===== src/rtl/ssd_pkg.sv =====
// Shared types and segment encoding for the multiplexed seven-segment display driver.
package ssd_pkg;

  typedef enum logic [0:0] {
    StIdle = 1'b0,
    StScan = 1'b1
  } ssd_state_e;

  localparam logic [6:0] SegBlank = 7'h00;

  // Active-high segments, bit0 = a .. bit6 = g; element [n] encodes hex digit n.
  localparam logic [15:0][6:0] SegHexTable = {
    7'h71, 7'h79, 7'h5E, 7'h39, 7'h7C, 7'h77, 7'h67, 7'h7F,
    7'h07, 7'h7D, 7'h6D, 7'h66, 7'h4F, 7'h5B, 7'h06, 7'h3F
  };

  function automatic logic [6:0] hex_to_seg(input logic [3:0] nib);
    return SegHexTable[nib];
  endfunction

endpackage


===== src/rtl/ssd_scan_timer.sv =====
// Scan sequencer: idle/scan FSM with sub-slot counter, 16-phase PWM counter and digit index.
// Outputs are next-state values so the parent can register outputs on the same edge.
module ssd_scan_timer
  import ssd_pkg::*;
#(
  parameter int unsigned Digits = 2,
  parameter int unsigned SubDiv = 12500,
  localparam int unsigned DigW  = $clog2(Digits),
  localparam int unsigned SubW  = $clog2(SubDiv)
) (
  input  logic            clk_i,
  input  logic            rst_ni,
  input  logic            enable_i,
  output logic            scan_o,
  output logic            start_o,
  output logic            frame_o,
  output logic [DigW-1:0] digit_o,
  output logic [3:0]      phase_o
);

  ssd_state_e      state_q, state_d;
  logic [SubW-1:0] sub_q, sub_d;
  logic [3:0]      phase_q, phase_d;
  logic [DigW-1:0] digit_q, digit_d;

  always_ff @(posedge clk_i or negedge rst_ni) begin
    if (!rst_ni) begin
      state_q <= StIdle;
      sub_q   <= '0;
      phase_q <= '0;
      digit_q <= '0;
    end else begin
      state_q <= state_d;
      sub_q   <= sub_d;
      phase_q <= phase_d;
      digit_q <= digit_d;
    end
  end

  always_comb begin
    state_d = state_q;
    sub_d   = sub_q;
    phase_d = phase_q;
    digit_d = digit_q;
    start_o = 1'b0;
    frame_o = 1'b0;
    case (state_q)
      StIdle: begin
        // Counters are already zero while idle, so entry starts at digit 0, phase 0.
        if (enable_i) begin
          state_d = StScan;
          start_o = 1'b1;
        end
      end
      StScan: begin
        if (!enable_i) begin
          state_d = StIdle;
          sub_d   = '0;
          phase_d = '0;
          digit_d = '0;
        end else if (sub_q == SubW'(SubDiv - 1)) begin
          sub_d   = '0;
          phase_d = phase_q + 4'd1;
          if (phase_q == 4'hF) begin
            if (digit_q == DigW'(Digits - 1)) begin
              digit_d = '0;
              frame_o = 1'b1;
            end else begin
              digit_d = digit_q + 1'b1;
            end
          end
        end else begin
          sub_d = sub_q + 1'b1;
        end
      end
      default: state_d = StIdle;
    endcase
  end

  assign scan_o  = (state_d == StScan);
  assign digit_o = digit_d;
  assign phase_o = phase_d;

endmodule


===== src/rtl/multi_digit_ssd_mux.sv =====
// Multiplexed hex seven-segment driver with PWM brightness, leading-zero blanking and
// frame-synchronous double-buffered display value.
module multi_digit_ssd_mux
  import ssd_pkg::*;
#(
  parameter int unsigned PAR_DIGITS  = 2,
  parameter int unsigned PAR_SUB_DIV = 12500
) (
  input  logic                    i_clk_20mhz,
  input  logic                    i_rst_20mhz,
  input  logic                    i_enable,
  input  logic [4*PAR_DIGITS-1:0] i_value,
  input  logic [PAR_DIGITS-1:0]   i_dp,
  input  logic                    i_load,
  input  logic                    i_lz_blank,
  input  logic [3:0]              i_brightness,
  output logic [6:0]              o_segments,
  output logic                    o_dp,
  output logic [PAR_DIGITS-1:0]   o_digit_sel,
  output logic                    o_frame_done
);

  localparam int unsigned DigW = $clog2(PAR_DIGITS);

  logic            scan, start, frame;
  logic [DigW-1:0] digit;
  logic [3:0]      phase;

  ssd_scan_timer #(
    .Digits (PAR_DIGITS),
    .SubDiv (PAR_SUB_DIV)
  ) u_scan_timer (
    .clk_i    (i_clk_20mhz),
    .rst_ni   (i_rst_20mhz),
    .enable_i (i_enable),
    .scan_o   (scan),
    .start_o  (start),
    .frame_o  (frame),
    .digit_o  (digit),
    .phase_o  (phase)
  );

  logic [4*PAR_DIGITS-1:0] pend_val_q, pend_val_d, act_val_q, act_val_d;
  logic [PAR_DIGITS-1:0]   pend_dp_q, pend_dp_d, act_dp_q, act_dp_d;
  logic [6:0]              seg_q, seg_d;
  logic                    dp_q, dp_d;
  logic [PAR_DIGITS-1:0]   sel_q, sel_d;
  logic                    fd_q, fd_d;

  logic [PAR_DIGITS-1:0]   blank;
  logic                    zeros_above;
  logic [3:0]              cur_nib;
  logic                    cur_dp, cur_blank, lit;

  always_ff @(posedge i_clk_20mhz or negedge i_rst_20mhz) begin
    if (!i_rst_20mhz) begin
      pend_val_q <= '0;
      pend_dp_q  <= '0;
      act_val_q  <= '0;
      act_dp_q   <= '0;
      seg_q      <= '0;
      dp_q       <= 1'b0;
      sel_q      <= '0;
      fd_q       <= 1'b0;
    end else begin
      pend_val_q <= pend_val_d;
      pend_dp_q  <= pend_dp_d;
      act_val_q  <= act_val_d;
      act_dp_q   <= act_dp_d;
      seg_q      <= seg_d;
      dp_q       <= dp_d;
      sel_q      <= sel_d;
      fd_q       <= fd_d;
    end
  end

  always_comb begin
    pend_val_d = pend_val_q;
    pend_dp_d  = pend_dp_q;
    if (i_load) begin
      pend_val_d = i_value;
      pend_dp_d  = i_dp;
    end

    // A load on the swap edge bypasses the pending buffer.
    act_val_d = act_val_q;
    act_dp_d  = act_dp_q;
    if (start || frame) begin
      act_val_d = i_load ? i_value : pend_val_q;
      act_dp_d  = i_load ? i_dp    : pend_dp_q;
    end

    // Blank a digit when it and every more significant digit are zero; digit 0 is never blanked.
    blank       = '0;
    zeros_above = 1'b1;
    for (int i = int'(PAR_DIGITS) - 1; i >= 1; i--) begin
      zeros_above = zeros_above & (act_val_d[4*i +: 4] == 4'h0);
      blank[i]    = i_lz_blank & zeros_above;
    end

    cur_nib   = '0;
    cur_dp    = 1'b0;
    cur_blank = 1'b0;
    sel_d     = '0;
    for (int i = 0; i < int'(PAR_DIGITS); i++) begin
      if (DigW'(i) == digit) begin
        cur_nib   = act_val_d[4*i +: 4];
        cur_dp    = act_dp_d[i];
        cur_blank = blank[i];
        sel_d[i]  = 1'b1;
      end
    end

    // Phase 0 is always dark to hide ghosting while the digit select switches.
    lit  = (phase != 4'd0) && (phase <= i_brightness);
    seg_d = SegBlank;
    dp_d  = 1'b0;
    fd_d  = 1'b0;
    if (scan) begin
      fd_d = frame;
      if (lit) begin
        seg_d = cur_blank ? SegBlank : hex_to_seg(cur_nib);
        dp_d  = cur_dp;
      end
    end else begin
      sel_d = '0;
    end
  end

  assign o_segments   = seg_q;
  assign o_dp         = dp_q;
  assign o_digit_sel  = sel_q;
  assign o_frame_done = fd_q;

endmodule


===== config.mk =====
export PLATFORM = sky130hd
export DESIGN_NAME = multi_digit_ssd_mux
export DESIGN_NICKNAME = d
export VERILOG_FILES = /design/src/rtl/ssd_pkg.sv /design/src/rtl/ssd_scan_timer.sv /design/src/rtl/multi_digit_ssd_mux.sv
export SDC_FILE = /design/constraint.sdc
export NUM_CORES = 1
export LEC_CHECK = 0
export CORE_MARGIN = 5
export CORE_UTILIZATION = 30
export CTS_CLUSTER_SIZE = 14
export DETAILED_ROUTE_END_ITERATION = 10
export HOLD_SLACK_MARGIN = 0.1
export PLACE_DENSITY_LB_ADDON = 0.25
export SLEW_MARGIN = 25
export SYNTH_ARGS = -nofsm -noshare
export SYNTH_HDL_FRONTEND = slang
export SYNTH_SLANG_ARGS = --single-unit

===== constraint.sdc =====
create_clock -name i_clk_20mhz -period 4.2 [get_ports i_clk_20mhz]
set_input_delay 1.26 -clock i_clk_20mhz [delete_from_list [all_inputs] [get_ports i_clk_20mhz]]
set_output_delay 1.26 -clock i_clk_20mhz [all_outputs]
set_load 0.05 [all_outputs]

==> results.toml <==
[run_status]
status = "completed"

[run]
maxCapViolations = 0

[die]
initial_core_util = 0.303
ios = 30
core-area_um2 = 9110
die-height_um = 106
fp-row-count = 35
die_w_um = 106
die-area_um2 = 11200

[drt]
post_drt_wl_per_cell_um = 14.7
remaining_drc_errors = 0
first_pass_iters = 4
drtIter0Drc = 146
antenna_left = 0
finalWirelength_mm = 6.24
detailroute.via_count = 2160
vias_per_cell = 5.08

[placement]
place_congestion = 0.812
dp_hpwl_mm = 4.63
portBuffers = 29

[global_routing]
grt_max_degree = 34
grt_usage = 0.118
grt_pass1_wl_mm = 10.8
grt_pass1_vias = 2122
grt-ovfl-total = 0
antenna_found_initial = 0

[critical_path]
end_kind = "flip-flop"
critPathKind = "flip-flop to flip-flop"
cp.arrival_ns = 4.08
critPathLaunchType = "flip-flop"
cp_max_fo = 6
crit_required_ns = 4.42
reg2reg_slack_ns = 0.34

[sta]
rsz0062_at_grt = "no"
fin_crit_sh = 0.919
setup-tns-final_ns = 0
drv_slew = 0
fin_crit_ns = 3.86
fin_worst_skew_ns = 0.00995
fmax_mhz = 259
slew_headroom = 0.481
timing.hold.ws_ns = 0.486
tightestPinTransition_ns = 0.779
finalSetupViolCount = 0
hold_viol = 0

[yosys]
ys_warn_count = 0
syn_area_per_cell_um2 = 10.4
ys_ff_latch = 51
synthesis.nets = 297
synth_cell_type_count = 56
synth_edf_count = 0
synth_cells = 266
yosys_most_used_dff = "dfrtp_1"
synth_area_um2 = 2760
yosysSeqAreaShare = 0.463
async_flop_share = 1.00

[worst_hold_path]
min_path_type = "flip-flop to flip-flop"

[pwr]
p_total_w = 0.00112
irDropWorstVdd_mv = 0.185
p_per_area_nw_per_um2 = 332
leakage_nw = 1.52

[cts]
clockBufferDepth = 2
htreeDepth = 2
cts_made_buffers = 5
cts_tree = "built"
cts_sinks = 51
clkLatencyLatePin_ns = 0.31
path_clk_slew_ns = 0.11
cts_root_buffer = "clkbuf_8"
ctsHoldBuffers = 0

[final_layout]
final_cell_mix = "dfrtp_1 (51), clkdlybuf4s50_1 (28), nand2_1 (25)"
antenna_cells = 0
areaGrowthSynthToFinish_pct = 22.5
final_common_cell = "dfrtp_1"
layout-drive-gt1-share = 0.172
final_nets = 344
worst max-delay path, cell delays in order (launching register included):
cell	delay (ns)
dfrtp_1	0.40
ha_2	0.24
or4b_4	0.52
nor4_1	0.30
buf_4	0.18
o21ai_0	0.09
a22oi_1	0.25
inv_1	0.09
ha_1	0.29
nor2b_1	0.13
o21a_1	0.16
o21a_1	0.16
o21a_1	0.18
a311oi_2	0.31
o41ai_2	0.19
a311oi_1	0.29
path summary, 6_finish.rpt:
| check | start | to | cells past startpoint |
|---|---|---|---|
| worst max register to register | u_scan_timer.sub_q[1] | o_segments[2] | 15 |
| max in group asynchronous | i_rst_20mhz | u_scan_timer.digit_q | 2 |
| worst min-delay path | act_val_q[1] | act_val_q[1] | 2 |
| min in group asynchronous | i_rst_20mhz | u_scan_timer.phase_q[1] | 1 |
| worst max-delay path | u_scan_timer.sub_q[1] | o_segments[2] | 15 |
| worst min register to register | act_val_q[1] | act_val_q[1] | 2 |
state kept, by name, summed over array words and instances, names as in the netlist:
| signal | count |
|---|---|
| o_dp | 1 |
| u_scan_timer.phase_q | 4 |
| pend_val_q | 8 |
| u_scan_timer.sub_q | 14 |
| u_scan_timer.digit_q | 1 |
| o_frame_done | 1 |
| u_scan_timer.state_q | 1 |
| o_digit_sel | 2 |
| act_val_q | 8 |
| act_dp_q | 2 |
| pend_dp_q | 2 |
| o_segments | 7 |
cells in the mapped netlist (all sizes together), types with 3 or more instances:
master	instances	area (um^2)
clkbuf	5	18.8
dfrtp	51	1280
nand2	26	100
o41ai	4	42.6
o21a	3	22.5
ha	12	150
and2	4	25.0
a211oi	4	30.0
a22o	5	43.8
mux2	15	169
and3	8	50.1
o21ai	17	85.1
a21oi	5	25.0
nand3	8	40.0
nor2	10	40.0
o211a	3	37.5
mux2i	9	90.1
inv	17	63.8
a211o	3	26.3
nor3	15	85.1
or2	3	18.8
layer usage:
metal	global-route usage	share of wire
met5	0	0
met4	0.0361	0.015
met3	0.0245	0.046
met2	0.168	0.43
met1	0.177	0.51
power by group:
group          leakage [nW]  switching (W)  total, W  internal, W
combinational         0.812       0.000160  0.000282     0.000122
clock                0.0491       0.000181  0.000304     0.000123
sequential            0.657      0.0000119  0.000536     0.000524
total                  1.52       0.000353   0.00112     0.000768
layout make-up:
cell class                      instances  area (um^2)
Tap cell                              111          139
Clock inverter                          3         26.3
Inverter                               19         76.3
Clock buffer                            5         68.8
Sequential cell                        51         1280
Fill cell                             943         5730
Timing Repair Buffer                   46          413
Multi-Input combinational cell        190         1380
timing repair:
item / CTS / global route
setup endpoints to repair: 0 / 2
resized for setup: 0 / 1
buffers inserted: 0 / 1
through the flow:
step	util	instances	worst slack (ns)	cell area, um^2
6_report	0.371	425	0.341	3380
5_1_grt	0.371	425	0.0509	3380
4_1_cts	0.370	424	0.274	3370
3_5_place_dp	0.359	416	0.0284	3270
3_3_place_gp	0.359	416	0.118	3270
2_1_floorplan	-	266	0.494	2760
logic make-up after synthesis:
| kind of cell | count (synthesis) | synth area share |
|---|---|---|
| simple gates | 95 | 0.190 |
| compound gates | 57 | 0.154 |
| flops | 51 | 0.463 |
| buf+inv | 25 | 0.0386 |
| mux | 24 | 0.0940 |
| fa+ha+maj | 12 | 0.0545 |
| xor+xnor | 2 | 0.00636 |
No activity file was read; power rests on OpenSTA's default activity.
